$ cat config.mk
export PLATFORM = sky130hd
export DESIGN_NAME = servo_pwm_bank
export DESIGN_NICKNAME = d
export VERILOG_FILES = /design/src/rtl/servo_pwm_bank.sv
export SDC_FILE = /design/constraint.sdc
export NUM_CORES = 1
export LEC_CHECK = 0
export BUFFER_PORTS_ARGS = -buffer_cell sky130_fd_sc_hd__buf_2
export CORE_MARGIN = 4
export CORE_UTILIZATION = 60
export CTS_BUF_LIST = sky130_fd_sc_hd__clkbuf_4 sky130_fd_sc_hd__clkbuf_8
export DETAILED_ROUTE_END_ITERATION = 10
export PLACE_DENSITY_LB_ADDON = 0.08
export SYNTH_ARGS = -nofsm -noshare
export SYNTH_HDL_FRONTEND = slang
export SYNTH_SLANG_ARGS = --single-unit
$ cat constraint.sdc
create_clock -name clk -period 6.1 [get_ports clk]
set_input_delay 0.61 -clock clk [delete_from_list [all_inputs] [get_ports clk]]
set_output_delay 0.61 -clock clk [all_outputs]
set_load 0.005 [all_outputs]
$ cat src/rtl/servo_pwm_bank.sv
// Multi-channel hobby-servo PWM generator sharing one frame counter.
// Define SERVO_SLEW_EN to rate-limit width changes to SLEW_TICKS per frame.
module servo_pwm_bank #(
    parameter int CHANNELS   = 4,
    parameter int CLK_HZ     = 100_000_000,
    parameter int PERIOD_US  = 20000,
    parameter int MIN_US     = 1000,
    parameter int MAX_US     = 2000,
    parameter int SLEW_TICKS = 5555
) (
    input  logic                                                clk,
    input  logic                                                clr,
    input  logic                                                cmd_valid,
    input  logic [((CHANNELS > 1) ? $clog2(CHANNELS) : 1)-1:0] cmd_ch,
    input  logic [8:0]                                          cmd_angle,
    output logic                                                cmd_ready,
    input  logic [CHANNELS-1:0]                                 ch_en,
    output logic [CHANNELS-1:0]                                 pwm,
    output logic [CHANNELS-1:0]                                 busy,
    output logic                                                frame_tick
);

    localparam int TPU          = CLK_HZ / 1_000_000;
    localparam int PERIOD_TICKS = PERIOD_US * TPU;
    localparam int MIN_TICKS    = MIN_US * TPU;
    localparam int TPD          = ((MAX_US - MIN_US) * TPU) / 180;
    localparam int CENTER       = MIN_TICKS + 90 * TPD;
    localparam int CW           = $clog2(PERIOD_TICKS);

    typedef logic [CW-1:0] ticks_t;

    localparam ticks_t LAST     = ticks_t'(PERIOD_TICKS - 1);
    localparam ticks_t CENTER_T = ticks_t'(CENTER);

    ticks_t     count;
    ticks_t     cur    [CHANNELS];
    ticks_t     target [CHANNELS];
    ticks_t     cmd_width;
    logic [8:0] angle_c;
    logic       wrap;
    logic       accept;

`ifdef SERVO_SLEW_EN
    localparam ticks_t STEP = ticks_t'((SLEW_TICKS > PERIOD_TICKS - 1) ? PERIOD_TICKS - 1 : SLEW_TICKS);

    function automatic ticks_t slew_toward(input ticks_t c, input ticks_t t);
        if (t > c)
            return ((t - c) > STEP) ? c + STEP : t;
        else
            return ((c - t) > STEP) ? c - STEP : t;
    endfunction
`endif

    // Commands are refused on the wrap cycle so a target write never races the frame update.
    assign wrap      = (count == LAST);
    assign cmd_ready = !clr && !wrap;
    assign accept    = cmd_valid && cmd_ready;

    always_comb begin
        angle_c   = (cmd_angle > 9'd180) ? 9'd180 : cmd_angle;
        cmd_width = ticks_t'(MIN_TICKS + int'(angle_c) * TPD);
    end

    always_comb begin
        busy = '0;
        for (int i = 0; i < CHANNELS; i++)
            busy[i] = (cur[i] != target[i]);
    end

    // Only cur reaches the comparator, and it changes only on the wrap edge, so pulses cannot glitch.
    always_ff @(posedge clk) begin
        if (clr) begin
            count      <= '0;
            pwm        <= '0;
            frame_tick <= 1'b0;
            for (int i = 0; i < CHANNELS; i++) begin
                cur[i]    <= CENTER_T;
                target[i] <= CENTER_T;
            end
        end else begin
            count      <= wrap ? '0 : count + 1'b1;
            frame_tick <= (count == '0);
            for (int i = 0; i < CHANNELS; i++) begin
                pwm[i] <= ch_en[i] && (count < cur[i]);
                if (wrap) begin
`ifdef SERVO_SLEW_EN
                    cur[i] <= slew_toward(cur[i], target[i]);
`else
                    cur[i] <= target[i];
`endif
                end
                if (accept && (int'(cmd_ch) == i))
                    target[i] <= cmd_width;
            end
        end
    end

endmodule
==> impl_metrics.env, run 1 <==
export IMPL_run_status="finished, final reports clean"
export IMPL_final_period_minus_worst_setup_slack_ps=5640
export IMPL_tritoncts_clock_tree="yes"
export IMPL_final_core_utilization_pct=66.1
export IMPL_final_period_utilization_pct=92.5
export IMPL_postSynthAreaPerCell_sq_um=11.0
export IMPL_numCtsBuffers=17
export IMPL_ff2ff_path_depth=9
export IMPL_clock_power_share_pct=26.5
export IMPL_fin_worst_skew_ps=24.1
export IMPL_final_layout_size_suffix_gt1_share_pct=7.98
export IMPL_detailroute_via_count=7833
export IMPL_synth_sequential_area_ratio_pct=46.1
export IMPL_whs_path_depth=3
export IMPL_design_core_area_sq_um=18800
export IMPL_synth_top_area_share_pct=41.6
export IMPL_clkSinkCount=186
export IMPL_report_final_setup_viol=0
export IMPL_cp_data_required_time_ps=6320
export IMPL_timing_setup_critical_path_class="in2reg"
export IMPL_cts_hold_repair_buffers=0
export IMPL_cp_start_kind="input pin"
export IMPL_fin_total_pwr_mw=3.22
export IMPL_cts_max_path_buffers=2
export IMPL_leakage_nw=5.48
export IMPL_seq_power_share_pct=46.5
export IMPL_avgViaCountPerCell=5.75
export IMPL_synth_yosys_warnings=0
export IMPL_power_report_internal_total_mw=2.10
export IMPL_first_pass_iters=7
export IMPL_syn2layout_area_growth_pct=7.66
export IMPL_pin_count=28
export IMPL_min_delay_path_class="in2reg"
export IMPL_synth_cell_area_sq_um=11600
export IMPL_max_cap_violations=0
export IMPL_clk_pin_slew_worst_paths_ps=110
export IMPL_syn_instance_count=1051
export IMPL_track_usage_pct=25.8
export IMPL_drc_errors=0
export IMPL_critical_path_arrival_ps=5870
export IMPL_ir_worst_vdd_v=0.000203
export IMPL_dr_first_iter_drc_count=625
export IMPL_ant_nets=0
export IMPL_pwr_share_comb_pct=26.9
export IMPL_grt_max_degree=76
export IMPL_worst_slew_pin_slew_ps=930
export IMPL_slew_limit_headroom_pct=38.0
export IMPL_grt_pass1_wl_um=42400
export IMPL_die_area_sq_um=21600
export IMPL_grt_setup_unrepaired="no"
export IMPL_antenna_found_initial=0
export IMPL_netlist_top_cells_area="sky130_fd_sc_hd__edfxtp_1 42%, sky130_fd_sc_hd__ha_1 15%, sky130_fd_sc_hd__dfxtp_1 4.5%, sky130_fd_sc_hd__xnor2_1 4.2%, sky130_fd_sc_hd__xor2_1 4.0%"
export IMPL_synth_ff_type="sky130_fd_sc_hd__edfxtp_1"
export IMPL_most_repeated_cell_in_the_gate_level_netlist_after_synthesis="sky130_fd_sc_hd__edfxtp_1"
export IMPL_finish_net_count=1266
export IMPL_net_switching_power_of_the_design_mw=1.13
export IMPL_yosysTopAreaCell="sky130_fd_sc_hd__edfxtp_1"
export IMPL_io_buffers=27
export IMPL_maxClockFrequency_mhz=177
export IMPL_worstSkewPairLatency_ps=490
export IMPL_finalWeightedCongestion=0.851
export IMPL_power_density_nw_per_um2=259
export IMPL_level_count_of_the_clock_h_tree=4
export IMPL_first_global_vias=7636
export IMPL_totalWireLength_um=27100
export IMPL_fp_dieH_um=147
export IMPL_ctsResizeCount=0
export IMPL_synth_top_cells_by_count="160 x sky130_fd_sc_hd__edfxtp_1, 140 x sky130_fd_sc_hd__ha_1, 112 x sky130_fd_sc_hd__inv_1"
export IMPL_count_of_antenna_diodes_in_the_layout=0
export IMPL_clockRootBuffer="sky130_fd_sc_hd__clkbuf_8"
export IMPL_starting_utilization_of_the_core_area_pct=61.4
export IMPL_async_flop_share_pct=0
export IMPL_flop_and_latch_count_out_of_synthesis=186
export IMPL_place_detailed_hpwl_um=20200
export IMPL_hold_viol=0
export IMPL_worst_path_max_fanout=7
export IMPL_final_max_slew_violation_count=0
export IMPL_synth_edf_count=160
export IMPL_p_sw_share_pct=34.9
export IMPL_post_cts_setup_buffers=0
export IMPL_detail_route_wl_per_cell_um=19.9
export IMPL_die_x_um=147
export IMPL_std_cell_rows=50
export IMPL_synth_cell_types=55
export IMPL_global_route_overflow_total=0
export IMPL_worstSetupEndpointType="flip-flop"
## layout by cell type (no fill, tap or decap), types with 3 or more instances in the layout
| cell type | n |
|---|---|
| sky130_fd_sc_hd__nor2_1 | 76 |
| sky130_fd_sc_hd__nor4_1 | 12 |
| sky130_fd_sc_hd__dfxtp_1 | 26 |
| sky130_fd_sc_hd__a21o_1 | 34 |
| sky130_fd_sc_hd__or2_2 | 4 |
| sky130_fd_sc_hd__fa_1 | 18 |
| sky130_fd_sc_hd__nand2b_1 | 20 |
| sky130_fd_sc_hd__inv_1 | 112 |
| sky130_fd_sc_hd__or3_1 | 51 |
| sky130_fd_sc_hd__nand2_1 | 52 |
| sky130_fd_sc_hd__clkinv_8 | 5 |
| sky130_fd_sc_hd__o211ai_1 | 4 |
| sky130_fd_sc_hd__a211oi_1 | 5 |
| sky130_fd_sc_hd__and3_1 | 5 |
| sky130_fd_sc_hd__nand4_1 | 27 |
| sky130_fd_sc_hd__buf_2 | 27 |
| sky130_fd_sc_hd__nand3_1 | 20 |
| sky130_fd_sc_hd__buf_4 | 14 |
| sky130_fd_sc_hd__xnor2_1 | 55 |
| sky130_fd_sc_hd__inv_8 | 5 |
| sky130_fd_sc_hd__nand3b_1 | 4 |
| sky130_fd_sc_hd__conb_1 | 6 |
| sky130_fd_sc_hd__clkbuf_8 | 17 |
| sky130_fd_sc_hd__nor3_1 | 7 |
| sky130_fd_sc_hd__and2_1 | 46 |
| sky130_fd_sc_hd__xor2_1 | 53 |
| sky130_fd_sc_hd__nor2b_1 | 3 |
| sky130_fd_sc_hd__and4_1 | 3 |
| sky130_fd_sc_hd__o21ai_0 | 12 |
| sky130_fd_sc_hd__a21oi_1 | 39 |
| sky130_fd_sc_hd__ha_1 | 140 |
| sky130_fd_sc_hd__nand4b_1 | 4 |
| sky130_fd_sc_hd__o21a_1 | 5 |
| sky130_fd_sc_hd__edfxtp_1 | 160 |
## final cells by class
type                    count  area, sq um
fillers                  1497         6380
multi-input cells         731         5710
flip-flops and latches    186         5330
inverters                 113          427
well taps                 260          325
repair buffers             41          240
clock buffers              17          234
clock inverters            15          188
## worst max-delay path, stage by stage
cell	delay (ps)
sky130_fd_sc_hd__buf_2	100
sky130_fd_sc_hd__o21ai_0	150
sky130_fd_sc_hd__nand2b_1	90
sky130_fd_sc_hd__a31o_2	250
sky130_fd_sc_hd__a21oi_1	360
sky130_fd_sc_hd__nand2b_1	230
sky130_fd_sc_hd__ha_1	360
sky130_fd_sc_hd__ha_1	290
sky130_fd_sc_hd__inv_1	60
sky130_fd_sc_hd__fa_1	530
sky130_fd_sc_hd__inv_1	60
sky130_fd_sc_hd__fa_1	480
sky130_fd_sc_hd__ha_1	350
sky130_fd_sc_hd__fa_1	490
sky130_fd_sc_hd__a211oi_1	310
sky130_fd_sc_hd__o21ai_0	230
sky130_fd_sc_hd__o2111ai_1	250
sky130_fd_sc_hd__mux2i_1	260
sky130_fd_sc_hd__xor2_1	320
sky130_fd_sc_hd__nand2_1	80
## worst paths after layout
kind / slack (ps) / to / start
setup / recovery: 460 / target[3][17]$_SDFFCE_PN1P_ / cmd_angle[0]
setup reg to reg: 2080 / target[3][6]$_SDFFCE_PN0P_ / count[1]$_SDFF_PN0_
hold / removal: 400 / pwm[0]$_SDFF_PP0_ / ch_en[0]
hold reg to reg: 580 / cur[2][8]$_SDFFCE_PN1P_ / target[2][8]$_SDFFCE_PN1P_
## flip-flops by register name, indices dropped and copies added (netlist names)
name	flops
count	21
cur	80
frame_tick	1
pwm	4
target	80
## cell families (layout without fill, tap and decap cells)
logic type	count (synthesis)	count (layout)	share of synthesized area, %
buffers and inverters	139	186	4.80
xor gates and xnor gates	108	108	8.18
muxes	2	2	0.184
adders and majority gates	158	158	18.3
DFF	186	186	46.1
and+or+nand+nor	342	342	16.0
other	1	6	0.0324
AOI/OAI and AO/OA	115	115	6.50
## power groups by stage
stage / Combinational, mW / Sequential (mW) / Clock (mW)
after floorplan: 0.566 / 1.50 / 0
after global placement: 0.854 / 1.53 / 0
after detailed placement: 0.867 / 1.53 / 0
after CTS: 0.875 / 1.50 / 0.861
after global routing: 0.972 / 1.50 / 0.923
final: 0.867 / 1.50 / 0.854
## through the flow
| step | hold WS (ps) | TNS (ps) | area [sq um] | cells | setup WS [ps] |
|---|---|---|---|---|---|
| after floorplan | 532 | 0 | 11600 | 1056 | 609 |
| after global placement | 542 | 0 | 12000 | 1331 | 101 |
| after detailed placement | 556 | -251 | 12000 | 1331 | -59.9 |
| after CTS | 370 | 0 | 12400 | 1363 | 458 |
| after global routing | 388 | 0 | 12400 | 1363 | 127 |
| final | 395 | 0 | 12400 | 1363 | 457 |
## layer usage
layer	vias up	share of wire [%]	global-route usage, %
li1	3751	-	-
met1	3757	46	37.0
met2	277	44	39.8
met3	48	6.0	4.47
met4	0	3.3	9.17
met5	-	0	0
No activity file was read; power rests on OpenSTA's default activity.
==> inputs of run 2 (changes only) <==
Settings changed: MAX_ROUTING_LAYER set to met4.
==> run 2 against run 1 <==
  * Die area unchanged
  * Sequential share of layout area stayed put
  * Critical path depth stayed put
==> impl_metrics.env, run 2 (synthesis gave the netlist of run 1 again) <==
export IMPL_ir_worst_vdd_v=0.000201
export IMPL_report_final_setup_viol=0
export IMPL_std_cell_rows=50
export IMPL_layout_filler_cells=1497
export IMPL_clkSinkCount=186
export IMPL_tritoncts_clock_tree="yes"
export IMPL_final_layout_size_suffix_gt1_share_pct=7.98
export IMPL_min_delay_path_class="in2reg"
export IMPL_final_period_minus_worst_setup_slack_ps=5640
export IMPL_finalWeightedCongestion=0.864
export IMPL_dr_first_iter_drc_count=648
export IMPL_layout_cell_area_non_filler_sq_um=12400
export IMPL_critical_path_arrival_ps=5860
export IMPL_mostFrequentLayoutCell="sky130_fd_sc_hd__edfxtp_1"
export IMPL_die_x_um=147
export IMPL_timing_setup_critical_path_class="in2reg"
export IMPL_worst_slew_pin_slew_ps=941
export IMPL_antenna_found_initial=0
export IMPL_level_count_of_the_clock_h_tree=4
export IMPL_cts_max_path_buffers=2
export IMPL_largest_registers="cur x80, target x80, count x21"
export IMPL_grt_pass1_wl_um=42400
export IMPL_power_density_nw_per_um2=258
export IMPL_ant_nets=0
export IMPL_count_of_antenna_diodes_in_the_layout=0
export IMPL_pin_count=28
export IMPL_first_global_vias=7634
export IMPL_track_usage_pct=26.6
export IMPL_starting_utilization_of_the_core_area_pct=61.4
export IMPL_clockRootBuffer="sky130_fd_sc_hd__clkbuf_8"
export IMPL_cp_start_kind="input pin"
export IMPL_dpl_cell_area_sq_um=12000
export IMPL_syn2layout_area_growth_pct=7.66
export IMPL_run_status="finished, final reports clean"
export IMPL_hold_viol=0
export IMPL_fin_total_pwr_mw=3.22
export IMPL_die_area_sq_um=21600
export IMPL_most_common_layout_cells="160 x sky130_fd_sc_hd__edfxtp_1, 140 x sky130_fd_sc_hd__ha_1, 112 x sky130_fd_sc_hd__inv_1, 76 x sky130_fd_sc_hd__nor2_1, 55 x sky130_fd_sc_hd__xnor2_1"
export IMPL_cts_hold_repair_buffers=0
export IMPL_place_detailed_hpwl_um=20200
export IMPL_worstSkewPairLatency_ps=480
export IMPL_drc_errors=0
export IMPL_design_core_area_sq_um=18800
export IMPL_worstSetupEndpointType="flip-flop"
export IMPL_post_cts_setup_buffers=0
export IMPL_fin_worst_skew_ps=21.2
export IMPL_avgViaCountPerCell=5.77
export IMPL_fp_dieH_um=147
export IMPL_ff_latch_area_sq_um=5330
export IMPL_global_route_overflow_total=0
export IMPL_detail_route_wl_per_cell_um=19.8
export IMPL_final_period_utilization_pct=92.5
export IMPL_detailroute_via_count=7862
export IMPL_grt_setup_unrepaired="no"
export IMPL_leakage_nw=5.48
export IMPL_maxClockFrequency_mhz=177
export IMPL_final_max_slew_violation_count=0
export IMPL_cp_data_required_time_ps=6310
export IMPL_holdWs_ps=402
export IMPL_final_core_utilization_pct=66.1
export IMPL_numCtsBuffers=17
export IMPL_grt_max_degree=76
export IMPL_ctsResizeCount=0
export IMPL_totalWireLength_um=27000
export IMPL_worst_path_max_fanout=7
export IMPL_max_cap_violations=0
export IMPL_first_pass_iters=5
export IMPL_finish_net_count=1266
export IMPL_io_buffers=27
export IMPL_clk_pin_slew_worst_paths_ps=110
export IMPL_area_used_by_multi_input_combinational_logic_sq_um=5710
export IMPL_slew_limit_headroom_pct=37.1
==> run 2: cell type report <==
class	instances	area share, %
multi-input combinational	731	45.9
clock inverter	15	1.51
clock buffer	17	1.88
sequential	186	42.8
timing repair buffer	41	1.93
tap	260	2.61
inverter	113	3.43
==> run 2: worst max-delay path, cell delays in order <==
cell and delay, ps:
sky130_fd_sc_hd__buf_2 100, sky130_fd_sc_hd__o21ai_0 150, sky130_fd_sc_hd__nand2b_1 90, sky130_fd_sc_hd__a31o_2 250, sky130_fd_sc_hd__a21oi_1 360, sky130_fd_sc_hd__nand2b_1 220
sky130_fd_sc_hd__ha_1 360, sky130_fd_sc_hd__ha_1 290, sky130_fd_sc_hd__inv_1 60, sky130_fd_sc_hd__fa_1 530, sky130_fd_sc_hd__inv_1 60, sky130_fd_sc_hd__fa_1 480
sky130_fd_sc_hd__ha_1 350, sky130_fd_sc_hd__fa_1 490, sky130_fd_sc_hd__a211oi_1 310, sky130_fd_sc_hd__o21ai_0 230, sky130_fd_sc_hd__o2111ai_1 250, sky130_fd_sc_hd__mux2i_1 260
sky130_fd_sc_hd__xor2_1 320, sky130_fd_sc_hd__nand2_1 80
==> run 2: layer usage <==
layer	global-route usage, %	vias to the layer above	wire (um)
li1	-	3758	-
met1	36.9	3793	12600
met2	39.9	265	12100
met3	3.98	46	1460
met4	9.88	0	879
met5	-	-	0
==> run 2: where the power goes <==
group          switching, mW  internal, mW  leakage, nW
logic                  0.537         0.330         3.57
registers             0.0536          1.45         1.70
clock network          0.531         0.320        0.208
==> run 2: stage by stage <==
step,std cells,setup WS [ps],TNS [ps]
finish,1363,455,0
global route,1363,142,0
CTS,1363,458,0
detailed placement,1331,-59.9,-251
global placement,1331,101,0
floorplan,1056,609,0
==> run 2: worst paths after layout <==
check                                   from                           to  slack (ps)  cells past startpoint
setup / recovery                cmd_angle[0]  target[3][17]$_SDFFCE_PN1P_         460                     20
hold / removal                      ch_en[0]            pwm[0]$_SDFF_PP0_         400                      3
setup reg to reg         count[1]$_SDFF_PN0_   target[3][6]$_SDFFCE_PN0P_        2070                      9
hold reg to reg   target[2][8]$_SDFFCE_PN1P_      cur[2][8]$_SDFFCE_PN1P_         580                      1
==> inputs of run 3 (changes only) <==
Clock period 6.1 ns to 5.6 ns, I/O delays scaled along.
==> run 3 against run 2 <==
  * Clock power rose by 18%
  * Largest power group unchanged
  * Routed wire length fell by 0.75%
  * Combinational power rose by 16%
  * Total power rose by 13%
  * Largest cell class unchanged
  * Global-route usage rose by 0.19 points
  * Sequential power rose by 9%
  * Sequential share of layout area fell by 0.69 points
  * First-iteration DRC count rose by 13%
  * Non-clock buffer count rose by 21
==> impl_metrics.env, run 3 (synthesis gave the netlist of run 1 again) <==
export IMPL_run_status="finished, final reports clean"
export IMPL_totalWireLength_um=26800
export IMPL_worst_path_max_fanout=7
export IMPL_track_usage_pct=26.8
export IMPL_hold_path_startpoint="ch_en[0]"
export IMPL_grt_setup_unrepaired="yes"
export IMPL_finalWeightedCongestion=0.885
export IMPL_report_final_setup_viol=0
export IMPL_holdWs_ps=329
export IMPL_worstSkewPairLatency_ps=490
export IMPL_slew_limit_headroom_pct=38.7
export IMPL_post_cts_setup_buffers=0
export IMPL_clk_pin_slew_worst_paths_ps=120
export IMPL_maxClockFrequency_mhz=193
export IMPL_max_cap_violations=0
export IMPL_min_delay_path_class="in2reg"
export IMPL_dpl_cell_area_sq_um=12200
export IMPL_worstSetupEndpointType="flip-flop"
export IMPL_design_core_area_sq_um=18800
export IMPL_antenna_found_initial=0
export IMPL_pin_count=28
export IMPL_worst_slew_pin_slew_ps=917
export IMPL_ant_nets=0
export IMPL_die_area_sq_um=21600
export IMPL_placedCellCount=1352
export IMPL_whs_path_depth=3
export IMPL_fp_dieH_um=147
export IMPL_power_density_nw_per_um2=288
export IMPL_clockRootBuffer="sky130_fd_sc_hd__clkbuf_8"
export IMPL_cts_max_path_buffers=2
export IMPL_first_pass_iters=5
export IMPL_numCtsBuffers=17
export IMPL_std_cell_rows=50
export IMPL_cp_start_kind="input pin"
export IMPL_place_detailed_hpwl_um=20400
export IMPL_global_route_overflow_total=0
export IMPL_hold_viol=0
export IMPL_final_period_minus_worst_setup_slack_ps=5190
export IMPL_first_global_vias=7764
export IMPL_io_buffers=27
export IMPL_ir_worst_vdd_v=0.000164
export IMPL_detail_route_wl_per_cell_um=19.4
export IMPL_final_max_slew_violation_count=0
export IMPL_cts_hold_repair_buffers=0
export IMPL_regToRegStartpoint="count[5]$_SDFF_PN0_"
export IMPL_starting_utilization_of_the_core_area_pct=61.4
export IMPL_ctsResizeCount=0
export IMPL_clkSinkCount=186
export IMPL_layout_filler_cells=1447
export IMPL_ff2ff_path_depth=8
export IMPL_most_common_layout_cells="160 x sky130_fd_sc_hd__edfxtp_1, 140 x sky130_fd_sc_hd__ha_1, 112 x sky130_fd_sc_hd__inv_1, 76 x sky130_fd_sc_hd__nor2_1, 55 x sky130_fd_sc_hd__xnor2_1"
export IMPL_final_layout_size_suffix_gt1_share_pct=9.70
export IMPL_fin_worst_skew_ps=18.1
export IMPL_final_period_utilization_pct=92.7
export IMPL_tritoncts_clock_tree="yes"
export IMPL_detailroute_via_count=7766
export IMPL_layout_cells_non_filler=1384
export IMPL_syn2layout_area_growth_pct=9.43
export IMPL_avgViaCountPerCell=5.61
export IMPL_drc_errors=0
export IMPL_count_of_antenna_diodes_in_the_layout=0
export IMPL_level_count_of_the_clock_h_tree=4
export IMPL_critical_path_arrival_ps=5420
export IMPL_crit_path_start="cmd_angle[0]"
export IMPL_finish_net_count=1287
export IMPL_grt_pass1_wl_um=42900
export IMPL_die_x_um=147
export IMPL_cp_data_required_time_ps=5830
export IMPL_timing_setup_critical_path_class="in2reg"
export IMPL_leakage_nw=5.60
export IMPL_grt_max_degree=49
export IMPL_mostFrequentLayoutCell="sky130_fd_sc_hd__edfxtp_1"
export IMPL_dr_first_iter_drc_count=735
export IMPL_layout_cell_area_non_filler_sq_um=12700
export IMPL_largest_registers="cur x80, target x80, count x21"
run 3: changes by cell type in the layout (fill, tap and decap cells not counted), sizes merged:
cell	change
buf	+21
inv	+3
clkinv	-2
clkinvlp	-1
run 3: worst paths after layout:
path / end / slack [ps]
worst max-delay path: target[2][15]$_SDFFCE_PN0P_ / 410
worst min-delay path: pwm[0]$_SDFF_PP0_ / 330
worst max register to register: target[2][0]$_SDFFCE_PN0P_ / 1820
worst min register to register: cur[2][14]$_SDFFCE_PN1P_ / 570
run 3: layout make-up:
cell class	instances	area, sq um	share of cell area (%)
Clock inverter	15	234	1.85
Sequential cell	186	5330	42.1
Inverter	113	427	3.37
Tap cell	260	325	2.57
Timing Repair Buffer	62	398	3.14
Clock buffer	17	234	1.85
Multi-Input combinational cell	731	5710	45.1
run 3: worst max-delay path, stage by stage:
cell and delay [ps]:
sky130_fd_sc_hd__buf_2 100, sky130_fd_sc_hd__o21ai_0 150, sky130_fd_sc_hd__nand2b_1 70, sky130_fd_sc_hd__a31o_2 230, sky130_fd_sc_hd__a21oi_1 140, sky130_fd_sc_hd__buf_4 150
sky130_fd_sc_hd__nand2b_1 120, sky130_fd_sc_hd__ha_1 210, sky130_fd_sc_hd__ha_1 280, sky130_fd_sc_hd__ha_1 300, sky130_fd_sc_hd__fa_1 530, sky130_fd_sc_hd__inv_1 50
sky130_fd_sc_hd__fa_1 490, sky130_fd_sc_hd__inv_1 40, sky130_fd_sc_hd__ha_1 210, sky130_fd_sc_hd__fa_1 390, sky130_fd_sc_hd__a211oi_1 280, sky130_fd_sc_hd__o21ai_0 190
sky130_fd_sc_hd__buf_4 170, sky130_fd_sc_hd__a41oi_1 330, sky130_fd_sc_hd__xor2_1 340, sky130_fd_sc_hd__nor2_1 70
run 3: per-stage QoR:
stage | setup slack, ps | TNS, ps | total power, mW | util, %
2_1_floorplan | 159 | 0 | 2.25 | -
3_3_place_gp | -35.3 | -122 | 2.65 | 64.7
3_5_place_dp | -139 | -1160 | 2.67 | 64.7
4_1_cts | 382 | 0 | 3.66 | 67.2
5_1_grt | -22.5 | -36.9 | 3.85 | 67.2
6_report | 410 | 0 | 3.64 | 67.2
run 3: power by group:
group	total, mW	leakage (nW)	switching, mW	internal (mW)
Clock	1.00	0.230	0.625	0.379
Combinational	1.01	3.67	0.596	0.409
Sequential	1.63	1.70	0.0551	1.57
Total	3.64	5.60	1.28	2.36
run 3: routing by layer:
layer / track usage [%] / routed length (um)
met4: 8.09 / 698
met5: - / 0
met3: 4.16 / 1870
met2: 40.8 / 12200
met1: 37.4 / 12100
